<file path="config.mk">
export PLATFORM = sky130hd
export DESIGN_NAME = inst_fetch_unit
export DESIGN_NICKNAME = d
export VERILOG_FILES = /design/src/rtl/inst_fetch_unit.sv
export SDC_FILE = /design/constraint.sdc
export NUM_CORES = 1
export LEC_CHECK = 0
export BUFFER_PORTS_ARGS = -buffer_cell sky130_fd_sc_hd__buf_4
export CAP_MARGIN = 20
export CORE_MARGIN = 5
export CORE_UTILIZATION = 55
export CTS_CLUSTER_SIZE = 14
export DETAILED_ROUTE_END_ITERATION = 10
export PLACE_DENSITY_LB_ADDON = 0.25
export REMOVE_ABC_BUFFERS = 1
export SLEW_MARGIN = 20
export SYNTH_ARGS = -nofsm -noshare
export SYNTH_HDL_FRONTEND = slang
export SYNTH_SLANG_ARGS = --single-unit
</file>
<file path="constraint.sdc">
create_clock -name in_clk -period 5.1 [get_ports in_clk]
set_input_delay 0.255 -clock in_clk [delete_from_list [all_inputs] [get_ports in_clk]]
set_output_delay 0.255 -clock in_clk [all_outputs]
set_load 0.02 [all_outputs]
</file>
<file path="src/rtl/inst_fetch_unit.sv">
// -----------------------------------------------------------------------------
// inst_fetch_unit
//
// Instruction fetch stage. Holds the fetch PC, issues at most one outstanding
// word request to instruction memory, and buffers returned words with their
// PCs in a small prefetch FIFO. The FIFO head goes downstream to the control
// unit under a valid/ready handshake. A redirect from execute flushes the
// FIFO. If a request is still outstanding at that point, the unit waits for
// the request's ack in DRAIN and drops the returned word.
//
// Optional build macro:
//   IFU_BYPASS_EN - when the FIFO is empty, an acked word is shown on the
//                   output in the same cycle as its ack (0-cycle latency).
//                   If the word is consumed in that cycle, it is not
//                   written to the FIFO.
//
// Ports:
//   in_clk, in_rst           clock, synchronous active-high reset
//   out_imem_req/addr        fetch request and word-aligned address
//   in_imem_ack/data         request accepted; instruction word valid
//   in_redirect/redirect_pc  one-cycle redirect pulse and its target
//   out_inst/inst_pc/valid   FIFO head to control unit (NOP/0 when empty)
//   in_inst_ready            downstream accepts out_inst
// -----------------------------------------------------------------------------
module inst_fetch_unit #(
  parameter int unsigned         PC_WIDTH   = 64,
  parameter logic [PC_WIDTH-1:0] RESET_PC   = '0,
  parameter int unsigned         FIFO_DEPTH = 4
) (
  input  logic                in_clk,
  input  logic                in_rst,
  output logic                out_imem_req,
  output logic [PC_WIDTH-1:0] out_imem_addr,
  input  logic                in_imem_ack,
  input  logic [31:0]         in_imem_data,
  input  logic                in_redirect,
  input  logic [PC_WIDTH-1:0] in_redirect_pc,
  output logic [31:0]         out_inst,
  output logic [PC_WIDTH-1:0] out_inst_pc,
  output logic                out_inst_valid,
  input  logic                in_inst_ready
);

  localparam int unsigned   PtrW     = (FIFO_DEPTH > 1) ? $clog2(FIFO_DEPTH) : 1;
  localparam int unsigned   CntW     = $clog2(FIFO_DEPTH + 1);
  localparam logic [CntW-1:0] DepthCnt = CntW'(FIFO_DEPTH);
  localparam logic [31:0]   Nop      = 32'h0000_0013;

  typedef enum logic [0:0] {StFetch, StDrain} state_e;

  state_e              state_q, state_d;
  logic [PC_WIDTH-1:0] pc_q, pc_d;
  logic [PC_WIDTH-1:0] tgt_q, tgt_d;
  logic                req_q, req_d;
  logic                redir_q;
  logic [PtrW-1:0]     rd_ptr_q, rd_ptr_d;
  logic [PtrW-1:0]     wr_ptr_q, wr_ptr_d;
  logic [CntW-1:0]     count_q, count_d;

  logic [31:0]         inst_mem [FIFO_DEPTH];
  logic [PC_WIDTH-1:0] pc_mem   [FIFO_DEPTH];

  logic [PC_WIDTH-1:0] target;
  logic                ack;
  logic                ack_fetch;
  logic                fifo_empty;
  logic                bypass;
  logic                fifo_push;
  logic                fifo_pop;

  // Redirect targets are forced to a word boundary.
  assign target     = in_redirect_pc & ~PC_WIDTH'(3);
  // Acks count only against a request that is actually outstanding.
  // This drops stray acks that arrive after a reset.
  assign ack        = req_q & in_imem_ack;
  assign ack_fetch  = ack & (state_q == StFetch) & ~in_redirect;
  assign fifo_empty = (count_q == '0);

`ifdef IFU_BYPASS_EN
  // Suppressed in the cycle after a redirect so valid stays low there.
  assign bypass = fifo_empty & ack_fetch & ~redir_q;
`else
  assign bypass = 1'b0;
`endif

  assign out_imem_req  = req_q;
  assign out_imem_addr = pc_q;

  always_comb begin
    out_inst       = Nop;
    out_inst_pc    = '0;
    out_inst_valid = 1'b0;
    if (bypass) begin
      out_inst       = in_imem_data;
      out_inst_pc    = pc_q;
      out_inst_valid = 1'b1;
    end else if (!fifo_empty) begin
      out_inst       = inst_mem[rd_ptr_q];
      out_inst_pc    = pc_mem[rd_ptr_q];
      out_inst_valid = 1'b1;
    end
  end

  assign fifo_pop  = ~fifo_empty & out_inst_valid & in_inst_ready;
  // A bypassed word consumed in its ack cycle never enters the FIFO.
  assign fifo_push = ack_fetch & ~(bypass & in_inst_ready);

  // FIFO pointers and occupancy. A redirect flushes after any same-cycle pop.
  always_comb begin
    rd_ptr_d = rd_ptr_q;
    wr_ptr_d = wr_ptr_q;
    count_d  = count_q;
    if (in_redirect) begin
      rd_ptr_d = '0;
      wr_ptr_d = '0;
      count_d  = '0;
    end else begin
      if (fifo_push) wr_ptr_d = wr_ptr_q + PtrW'(1);
      if (fifo_pop)  rd_ptr_d = rd_ptr_q + PtrW'(1);
      unique case ({fifo_push, fifo_pop})
        2'b10:   count_d = count_q + CntW'(1);
        2'b01:   count_d = count_q - CntW'(1);
        default: count_d = count_q;
      endcase
    end
  end

  // Fetch FSM and fetch PC.
  always_comb begin
    state_d = state_q;
    pc_d    = pc_q;
    tgt_d   = tgt_q;
    unique case (state_q)
      StFetch: begin
        if (in_redirect) begin
          if (req_q && !in_imem_ack) begin
            // The outstanding request must complete before fetch moves to the target.
            state_d = StDrain;
            tgt_d   = target;
          end else begin
            pc_d = target;
          end
        end else if (ack) begin
          pc_d = pc_q + PC_WIDTH'(4);
        end
      end
      StDrain: begin
        if (in_redirect) tgt_d = target;
        if (ack) begin
          state_d = StFetch;
          pc_d    = in_redirect ? target : tgt_q;
        end
      end
      default: state_d = StFetch;
    endcase
  end

  // A raised request stays up until it is acked. After the ack, a new
  // request issues if there is room in the FIFO.
  always_comb begin
    if (req_q && !in_imem_ack) begin
      req_d = 1'b1;
    end else begin
      req_d = (state_d == StFetch) && (count_d < DepthCnt);
    end
  end

  always_ff @(posedge in_clk) begin
    if (in_rst) begin
      state_q  <= StFetch;
      pc_q     <= RESET_PC;
      tgt_q    <= RESET_PC;
      req_q    <= 1'b0;
      redir_q  <= 1'b0;
      rd_ptr_q <= '0;
      wr_ptr_q <= '0;
      count_q  <= '0;
    end else begin
      state_q  <= state_d;
      pc_q     <= pc_d;
      tgt_q    <= tgt_d;
      req_q    <= req_d;
      redir_q  <= in_redirect;
      rd_ptr_q <= rd_ptr_d;
      wr_ptr_q <= wr_ptr_d;
      count_q  <= count_d;
    end
  end

  // FIFO storage needs no reset. The occupancy count qualifies every read.
  always_ff @(posedge in_clk) begin
    if (fifo_push) begin
      inst_mem[wr_ptr_q] <= in_imem_data;
      pc_mem[wr_ptr_q]   <= pc_q;
    end
  end

endmodule

</file>
==> flow_metrics.py <==
metrics = {
    "synth": {
        "edff_count_synth": 384,
        "asyncSetResetFlopFracSynth_pct": 0,
        "yosys_most_used_dff": "edfxtp_1",
        "synth.lib_cells_used.distinct": 68,
        "post-synth-top-count-cell": "edfxtp_1",
        "top_cell_types_by_occurrence_after_synthesis": "384 x edfxtp_1, 217 x nand2_1, 139 x dfxtp_1",
        "seq_area_frac_synth_pct": 64.8,
        "yosysTopAreaCellShare_pct": 52.2,
        "synth.cell_area_mm2": 0.0221,
        "post-synth-top-area-cell": "edfxtp_1",
        "post_synth.cell_area_avg_um2": 13.3,
        "yosysWarnings": 0,
        "syn_inst": 1665,
        "synth.top_cells.by_area": "edfxtp_1 52%, dfxtp_1 13%, mux4_2 9.8%",
        "synth.ff_latch_count": 523,
    },
    "critical_path": {
        "critPathCaptureType": "register",
        "critPathSlowestCell": "dfxtp_2",
        "cp_buf_inv_count": 1,
        "most_repeated_library_cell_on_the_critical_path": "nor2_1",
        "cp.required_ns": 5.54,
        "cp_data_arrival_time_ns": 3.80,
        "timing.setup.critical_path_class": "reg2reg",
        "cp_cell_sequence": "nor2_1, a22oi_2, nor2_1, inv_2, ha_1, fa_1, xnor2_1, or3_1, a21oi_1, nand2_1, a21oi_1, nor2_1",
        "cp_max_fo": 29,
        "cpLargestDelayFamily": "simple AND/OR/NAND/NOR gates",
        "cp_slowest_stage_delay_ns": 0.52,
        "crit_path_start_kind": "register",
    },
    "grt": {
        "grt_pass1_wl_um": 89500,
        "vias_in_the_first_global_route": 15480,
        "maximum_number_of_pins_on_one_net_before_global_route_repair": 95,
        "antenna_found_initial": 4,
        "overall_track_demand_over_capacity_in_global_routing_pct": 25.9,
        "grt_overflow_total": 0,
    },
    "power": {
        "power_density_mw_per_mm2": 347,
        "power_frac_seq_pct": 51.7,
        "comb_power_share_pct": 8.6,
        "netSwitchingPower_mw": 2.16,
        "ir_worst_vdd_mv": 0.266,
        "sw_frac_of_total_pct": 23.0,
        "leakage_nw": 9.50,
        "clock_power_share_pct": 39.7,
        "intPower_mw": 7.24,
    },
    "routing": {
        "detail_route.vias_per_cell": 6.04,
        "remaining_drc_errors": 0,
        "drt_first_iter_violations": 1252,
        "dr.pass1.iters": 6,
        "wl_um": 58300,
        "antenna_left": 0,
        "vias": 15379,
        "avg_wl_per_cell_um": 22.9,
    },
    "cts": {
        "worst_skew_pair_later_pin_latency_ns": 0.59,
        "ctsHtreeMaxLevel": 2,
        "post-cts-setup-buffer-count": 0,
        "cts_repair_resize_count": 0,
        "cts.sink_count": 523,
        "cts-hold-fix-buffers": 95,
        "cts.clk_slew.worst_paths_ns": 0.06,
        "cts_max_path_buffers": 3,
        "cts_inserted_buffers": 50,
        "clock_tree_from_tritoncts": "done",
        "root_buffer_master": "clkbuf_16",
    },
    "timing": {
        "setup_violations": 0,
        "setup_repair_after_global_routing_missed_its_margin": "false",
        "worst_clock_skew_ns": 0.0239,
        "timing.final.max_slew_violations": 0,
        "slew-limit-headroom_pct": 29.9,
        "min_period_ns": 3.36,
        "layout_worst_path_cycle_share_pct": 65.9,
        "clock.fmax_mhz": 298,
        "report.final.hold_viol_count": 0,
        "max_slew.worst_pin.slew_ns": 1.05,
        "fin_ws_ns": 1.74,
    },
    "floorplan": {
        "fp.dieArea_mm2": 0.0443,
        "pin_count": 263,
        "initial_core_util_pct": 55.6,
        "die_extent_in_y_um": 210,
        "dieWidth_um": 210,
        "core_mm2": 0.0397,
        "fp-row-count": 73,
    },
    "outcome": {
        "run_status": "finished clean",
    },
    "placement": {
        "place_congestion": 0.848,
        "buffer_ports.inserted": 260,
        "place_worst_setup_slack_ns": 1.66,
        "dp_hpwl_um": 35500,
        "dp.cells": 2356,
    },
    "hold_path": {
        "min-delay-path-class": "in2reg",
    },
    "final_layout": {
        "area_delta_synth_final_pct": 22.9,
        "post_route_cells_drive_above_1_share_pct": 24.4,
        "final_util_pct": 68.3,
        "fin_nets": 2086,
        "fin_cells": 2546,
    },
    "run": {
        "max_cap_violations": 0,
    },
}
[final timing paths]
path	start	to	slack (ns)	depth (start not counted)
setup / recovery	state_q	out_imem_req	1.74	12
hold / removal	in_inst_ready	register	0.16	4
setup reg to reg	state_q	out_imem_req	1.74	12
hold reg to reg	tgt_q[53]	tgt_q[53]	0.45	2
[registers in the layout, summed over array words and instances (netlist names), named ones only]
signal	cells
tgt_q	64
wr_ptr_q	2
out_imem_req	1
rd_ptr_q	2
count_q	3
state_q	1
out_imem_addr	64
inst_mem	128
pc_mem	256
[cell families after synthesis]
kind of cell | share of synthesized area [%]
and+or+nand+nor | 13.3
DFF | 64.8
AOI/OAI and AO/OA | 8.62
buffers and inverters | 2.34
muxes | 10.2
xor gates and xnor gates | 0.357
adders and majority gates | 0.431
[worst min-delay path: cells and delay by family]
kind	cells	cell delay, ns
simple gates	2	0.25
buf+inv	1	0.10
xor+xnor	1	0.09
[metrics by stage]
stage | cell area, µm² | TNS [ns] | power (mW) | hold slack, ns
finish | 27100 | 0 | 9.41 | 0.160
global route | 27100 | 0 | 9.73 | 0.183
CTS | 27100 | 0 | 9.48 | 0.127
detailed placement | 24500 | 0 | 5.70 | 0.444
global placement | 24500 | 0 | 5.67 | 0.437
floorplan | 21600 | -5.39 | 5.30 | 0.324
[cell type report]
cell class	instances	area (µm²)
antenna	2	5.00
clock buffer	69	1410
clock inverter	24	249
fill	2742	12600
inverter	16	60.1
multi-input combinational	1009	7300
sequential	523	14300
tap	525	657
timing repair buffer	378	3130
[layout by cell type, fill, tap and decap left out, types with 12 or more instances in the layout]
cell | netlist | layout
a211oi_1 | 12 | 12
and3_1 | 24 | 20
a31oi_1 | 21 | 21
nand3_1 | 49 | 49
inv_1 | 14 | 13
nor2_1 | 63 | 61
mux4_2 | 96 | 96
dlygate4sd3_1 | 0 | 95
nor3_1 | 29 | 29
o21ai_0 | 67 | 67
and2_1 | 97 | 97
o211ai_1 | 19 | 19
dfxtp_1 | 139 | 136
nand2_1 | 217 | 217
edfxtp_1 | 384 | 384
a21oi_1 | 138 | 138
buf_4 | 1 | 279
nand4_1 | 33 | 33
clkbuf_16 | 0 | 51
[metal layers]
metal  global-route usage (%)  wire [µm]  vias up
li1                         -          -     6960
met5                        0         21        -
met1                     34.9      23300     7651
met3                     4.32       4390       92
met4                     6.93       1210        4
met2                     44.4      29400      672
[power groups by stage]
stage | clock network [mW] | registers [mW] | logic, mW
after global placement | 0 | 4.94 | 0.732
after floorplan | 0 | 4.95 | 0.346
after CTS | 3.80 | 4.86 | 0.812
after detailed placement | 0 | 4.95 | 0.746
after global routing | 3.97 | 4.88 | 0.875
final | 3.73 | 4.86 | 0.813
Power figures use the tool's default switching activity.
